===== config.mk =====
export PLATFORM = sky130hd
export DESIGN_NAME = uart_tx
export DESIGN_NICKNAME = d
export VERILOG_FILES = /design/src/rtl/uart_tx.sv
export SDC_FILE = /design/constraint.sdc
export NUM_CORES = 1
export LEC_CHECK = 0
export ABC_CLOCK_PERIOD_IN_PS = 4900
export CAP_MARGIN = 15
export CELL_PAD_IN_SITES_DETAIL_PLACEMENT = 1
export CELL_PAD_IN_SITES_GLOBAL_PLACEMENT = 2
export CORE_MARGIN = 2
export CORE_UTILIZATION = 40
export CTS_BUF_LIST = sky130_fd_sc_hd__clkbuf_16
export DETAILED_ROUTE_END_ITERATION = 7
export PLACE_DENSITY_LB_ADDON = 0.08
export SLEW_MARGIN = 5
export SYNTH_ARGS = -nofsm -noshare
export SYNTH_HDL_FRONTEND = slang
export SYNTH_SLANG_ARGS = --single-unit

===== constraint.sdc =====
create_clock -name clk -period 4.9 [get_ports clk]
set_input_delay 0.98 -clock clk [delete_from_list [all_inputs] [get_ports clk]]
set_output_delay 0.98 -clock clk [all_outputs]
set_load 0.005 [all_outputs]

===== src/rtl/uart_tx.sv =====
// 8N1 UART transmitter: start bit, eight data bits LSB first, stop bit, then one
// CLEANUP cycle that pulses done. All outputs come straight from flops.
module uart_tx #(
  parameter int unsigned CLOCK_PER_BIT = 20
) (
  input  logic       clk,
  input  logic       rst_n,
  input  logic       TX_start,
  input  logic [7:0] TX_byte,
  output logic       TX_data,
  output logic       busy,
  output logic       done
);

  typedef enum logic [2:0] {
    IDLE      = 3'd0,
    START_BIT = 3'd1,
    DATA_BITS = 3'd2,
    STOP_BIT  = 3'd3,
    CLEANUP   = 3'd4
  } state_e;

  localparam logic [15:0] CNT_LAST = 16'(CLOCK_PER_BIT - 1);

  state_e      state_q;
  logic [15:0] cnt_q;
  logic [15:0] cnt_d;
  logic [2:0]  bit_idx_q;
  logic [2:0]  bit_idx_d;
  logic [7:0]  hold_q;
  logic        tx_q;
  logic        busy_q;
  logic        done_q;
  logic        bit_end;

  assign cnt_d     = cnt_q + 16'd1;
  assign bit_idx_d = bit_idx_q + 3'd1;
  assign bit_end   = (cnt_q == CNT_LAST);

  // NOTE: every register here uses <= so all of them update from the same
  // pre-edge values; blocking assignments would make the result order-dependent.
  always_ff @(posedge clk or negedge rst_n) begin
    if (!rst_n) begin
      state_q   <= IDLE;
      cnt_q     <= '0;
      bit_idx_q <= '0;
      // NOTE: the hold register is reset too, so an aborted frame leaves no
      // stale byte behind.
      hold_q    <= '0;
      tx_q      <= 1'b1;
      busy_q    <= 1'b0;
      done_q    <= 1'b0;
    end else begin
      case (state_q)
        IDLE: begin
          tx_q      <= 1'b1;
          busy_q    <= 1'b0;
          done_q    <= 1'b0;
          cnt_q     <= '0;
          bit_idx_q <= '0;
          if (TX_start) begin
            hold_q  <= TX_byte;
            tx_q    <= 1'b0;
            busy_q  <= 1'b1;
            state_q <= START_BIT;
          end
        end

        START_BIT: begin
          if (bit_end) begin
            cnt_q   <= '0;
            tx_q    <= hold_q[0];
            state_q <= DATA_BITS;
          end else begin
            cnt_q <= cnt_d;
          end
        end

        DATA_BITS: begin
          if (bit_end) begin
            cnt_q <= '0;
            if (bit_idx_q == 3'd7) begin
              bit_idx_q <= '0;
              tx_q      <= 1'b1;
              state_q   <= STOP_BIT;
            end else begin
              bit_idx_q <= bit_idx_d;
              tx_q      <= hold_q[bit_idx_d];
            end
          end else begin
            cnt_q <= cnt_d;
          end
        end

        STOP_BIT: begin
          if (bit_end) begin
            cnt_q   <= '0;
            done_q  <= 1'b1;
            state_q <= CLEANUP;
          end else begin
            cnt_q <= cnt_d;
          end
        end

        CLEANUP: begin
          tx_q    <= 1'b1;
          busy_q  <= 1'b0;
          done_q  <= 1'b0;
          state_q <= IDLE;
        end

        default: begin
          state_q   <= IDLE;
          cnt_q     <= '0;
          bit_idx_q <= '0;
          tx_q      <= 1'b1;
          busy_q    <= 1'b0;
          done_q    <= 1'b0;
        end
      endcase
    end
  end

  assign TX_data = tx_q;
  assign busy    = busy_q;
  assign done    = done_q;

endmodule


; ---- Word level (Yosys, flattened, before mapping)
; Cells that the tools add are included.
[op_classes]
n_mux = 22
bitwise = 3
add_sub_neg = 2
eq_ne = 11
reduce_logical = 9
magnitude_cmp = 1
[op_table]
columns = op, n
row1 = case mux 16 bit (2 select lines), 1
row2 = 2-to-1 mux 3 bit, 7
row3 = adder 16 x 1 -> 16 bit (second input constant), 1
row4 = == test 16 x 5 -> 1 bit (second input constant), 1
row5 = 2-to-1 mux 16 bit, 1
row6 = case mux 3 bit (4 select lines), 1
row7 = inequality test 2 bit (second input constant), 5
row8 = 2-to-1 mux 1 bit, 7
row9 = == test 3 x 2 -> 1 bit (second input constant), 2
row10 = == test 3 bit (second input constant), 2
row11 = case mux 3 bit (2 select lines), 1
row12 = AND reduction 2 bit, 3
row13 = OR reduction 3 bit, 2
row14 = AND reduction 5 bit, 1
row15 = less-than comparator 3 x 4 -> 1 bit (second input constant), 1
row16 = case mux 1 bit (2 select lines), 2
row17 = case mux 1 bit (4 select lines), 1
row18 = adder 3 x 1 -> 3 bit (second input constant), 1
row19 = binary-select mux 1 bit (select 3 bit), 1
row20 = == test 3 x 1 -> 1 bit (second input constant), 1
row21 = logical NOT 3 bit, 1
row22 = inverter 1 bit, 3
row23 = AND reduction 3 bit, 1
row24 = OR reduction 2 bit, 1
[totals]
out_inout_bits = 3
in_bits = 11
reg_bits = 33
elab_cells = 55

; ---- Logic depth before layout (Yosys ltp)
[logic_depth]
ltp_word = 6
depth_mapped = 8

; ---- Least setup slack after synthesis
; OpenSTA, ideal clock, no wires.
[synth_timing]
kind = input to register
start = in TX_start
end = reg hold_q[0]
setup_slack_ns = 3.046
cell_stages = 2
path_buffers = 0
t_arrival_ns = 1.729
path_cell_list = nor4b_4 > mux2_2
[synth_via]
elab_chain_cells = 1
[synth_lines]
columns = item, line
row1 = start: declaration, 8  ; input logic TX_start,
row2 = AND reduction 2 bit (no source line), n/a
row3 = end signal: assignment, 62  ; hold_q <= TX_byte;
row4 = end: declaration, 30  ; logic [7:0] hold_q;
; No other way between the ends.
; A chain may end at the register's enable or synchronous reset.

; ---- Final worst setup path
[layout_timing]
start = reg cnt_q[0]
end = reg cnt_q[10]
[layout_via]
elab_chain_cells = 3
word_cells_on_any_way = 4
[layout_lines]
columns = item, line
row1 = start: declaration, 26  ; logic [15:0] cnt_q;
row2 = start signal: assignment, 75  ; cnt_q <= cnt_d;
row3 = start signal: assignment, 91  ; cnt_q <= cnt_d;
row4 = start signal: assignment, 101  ; cnt_q <= cnt_d;
row5 = adder 16 x 1 -> 16 bit or == test 16 x 5 -> 1 bit (tied branches), "36, 38"
row6 = 2-to-1 mux 16 bit (*), "70, 80, 96"
row7 = case mux 16 bit (2 select lines) (*), 54  ; case (state_q)
; Mark *: on every way between the ends. The rest lies on a longest branch, timed or not.

==> summary.md <==
| Metric | Value |
|---|---|
| Initial Util | `0.422` |
| Number of synthesized flops with an enable pin | `0` |
| Core footprint | `0.00406 sq mm` |
| Reg2Reg Setup Slack | `2.40 ns` |
| R2R cell count | `6` |
| Main synth FF type | `dfrtp_1` |
| Hold Path Sink | `hold_q[4]$_DFFE_PN0P_` |
| Max Fclk | `400 MHz` |
| Num CTS Buffers | `5` |
| DIE WIDTH | `between 60 and 70 microns` |
| Antenna Violating Nets Remaining | `0` |
| Maxcap violations | `0` |
| Root buf cell | `clkbuf_16` |
| Largest net degree at the start of global routing | `34` |
| Avg Synthesized Cell Area | `10.5 sq um` |
| Distinct cells, synth | `42` |
| HPWL Detailed | `roughly 2.8 mm` |
| Overall Global Routing Usage | `0.182` |
| Final Hold Fails | `0` |
| Period utilization | `0.510` |
| Hold Crit Start | `hold_q[4]$_DFFE_PN0P_` |
| WHS Path Cells | `1` |
| Async set-or-reset flop fraction in the synthesized netlist | `1.00` |
| Fill count | `439` |
| Synth warn | `0` |
| # hold bufs at CTS | `0` |
| Post-Layout Cell Count | `230` |
| Final net count | `193` |
| Max clock buf depth | `2` |
| Share of layout cells above drive strength 1 | `0.122` |
| Setup TNS | `0 ns` |
| CP max FO | `12` |
| DR iter-0 viols | `48` |
| Crit Path Class | `reg -> reg` |
| Commonest non-fill, non-tap cell in the layout | `dfrtp_1` |
| Seq/Total Area, Yosys | `0.482` |
| R2r endpoint | `cnt_q[10]$_DFFE_PN0P_` |
| Most frequent cells in the layout | `dfrtp_1 (32), nor2_1 (27), clkdlybuf4s50_1 (13), nand2_1 (10), mux2_2 (8)` |
| Io pins | `14` |
| PwrDens | `between 400 and 500 mW/mm^2` |
| Worst Path Arrival | `2.61 ns` |
| Tmin final | `2.50 ns` |
| Vias | `1257` |
| Routability cong. | `approximately 0.74` |
| Outcome | `completed` |
| Startpoint types | `flop` |
| First-pass GRT wire length | `6.91 mm` |
| PortBufs | `13` |
| Clk sinks | `33` |
| Router iterations before antenna repair | `3` |
| Setup violators final | `0` |
| CTS tree | `done` |
| Vias in the first global route | `1432` |
| Critical Path Source | `cnt_q[0]$_DFFE_PN0P_` |
| Worst skew pair latency | `0.27 ns` |
| Fin util | `0.505` |
| Rel. slew slack | `0.422` |
| Std cell rows | `23` |
| HP Class | `reg -> reg` |
| Slew Viols, Final | `0` |
| Slew @ Worst Pin | `~0.86 ns` |
| # Post-CTS Setup Buffers | `0` |
| Mapped Cells | `164` |
| Syn Std Cell Area | `0.00171 sq mm` |
| Post-synthesis register bit count | `33` |
| Worst setup EP type | `flop` |
| Area leader, netlist | `dfrtp_1` |
| Avg WL per Cell | `16.7 microns` |
| Ant diodes | `0` |
| Htree depth | `2` |
| Synth top area share | `0.467` |
| Final global-route overflow total | `0` |
| Via density | `5.47` |
| Area growth, synth to finish | `19.5%` |
| RR Startpoint | `cnt_q[0]$_DFFE_PN0P_` |
| Dominant cells by area after synthesis | `dfrtp_1 (47%), nor2_1 (5.9%), mux2_2 (5.3%)` |
| Placed cell count | `about 220` |
| Syn_nets | `178` |
| DR DRC count | `0` |
| Static Leakage | `0.834 nW` |
| Clk slew on worst S/H paths | `0.05 ns` |
| Initial antenna violation count | `0` |
| Clock Skews | `a little under 0.002 ns` |
| # resized after CTS | `0` |
| Die area | `about 0.0048 sq mm` |
| Unrepaired setup endpoints after global routing | `no` |
| Die Ht | `69.5 microns` |
| Required @ worst endpoint | `5.01 ns` |
| Worst vdd ir | `0.180 mV` |
| Total Routed Length | `roughly 3.8 mm` |
kinds of logic after synthesis:
kind of cell / after synthesis / synth area share
AND/OR/NAND/NOR: 74 / 0.237
AO/OA/AOI/OAI: 21 / 0.0861
flip-flops: 33 / 0.482
XOR/XNOR: 13 / 0.0664
multiplexers: 12 / 0.0832
adder cells (fa/ha/maj): 3 / 0.0219
buffers and inverters: 8 / 0.0234
per-layer routing:
metal	vias up	share of wire	GRT usage
li1	615	-	-
met1	625	0.43	0.213
met2	12	0.54	0.338
met3	5	0.018	0.0349
met4	0	0.011	0.0458
met5	-	0	0
synthesized netlist by cell type (all sizes together) (4+ instances only):
library cell	n
o21ai	5
nor2	27
dfrtp	32
nor2b	4
buf	5
nand3	7
a21oi	4
mux2	8
nand2	10
xnor2	6
nor3	5
xor2	7
metrics by stage:
| step | power, mW | setup WS [ns] | cell area (sq um) | hold WS (ns) |
|---|---|---|---|---|
| 6_report | 0.927 | 2.40 | 2050 | 0.502 |
| 5_1_grt | 0.984 | 2.23 | 2050 | 0.529 |
| 4_1_cts | 0.937 | 2.32 | 2050 | 0.505 |
| 3_5_place_dp | 0.584 | 2.35 | 1880 | 0.492 |
| 3_3_place_gp | 0.571 | 2.39 | 1880 | 0.480 |
| 2_1_floorplan | 0.510 | 3.05 | 1710 | 0.465 |
how the worst max path moves through the flow:
stage,to,slack [ns]
after CTS,cnt_q[10]$_DFFE_PN0P_,2.32
after detailed placement,cnt_q[10]$_DFFE_PN0P_,2.35
after floorplan,hold_q[0]$_DFFE_PN0P_,3.05
after global routing,cnt_q[10]$_DFFE_PN0P_,2.23
after global placement,hold_q[1]$_DFFE_PN0P_,2.39
final,cnt_q[10]$_DFFE_PN0P_,2.40
cell type report:
type	instances	area, sq um	share of cell area
Clock inverter	3	41.3	0.0202
Clock buffer	5	125	0.0611
Multi-Input combinational cell	123	847	0.414
Tap cell	50	62.6	0.0305
Inverter	2	7.51	0.00367
Sequential cell	33	827	0.404
Timing Repair Buffer	14	138	0.0672
registers in the layout, indices dropped and copies added, names as in the netlist:
name and cells:
done 1, cnt_q 16, bit_idx_q 3, TX_data 1, busy 1, hold_q 8, state_q 3
worst max-delay path, stage by stage, from the launching register on:
cell and delay (ns):
dfrtp_1 0.38, ha_1 0.25, nor4b_1 0.28, and4_1 0.47
nor3_4 0.10, nor2_1 0.70, nor2_1 0.15
where the power goes:
group | switching (mW) | internal [mW] | total (mW)
Sequential | 0.0453 | 0.328 | 0.373
Clock | 0.114 | 0.238 | 0.351
Combinational | 0.0950 | 0.107 | 0.202
Note: power is estimated with default switching activity, not from simulation.
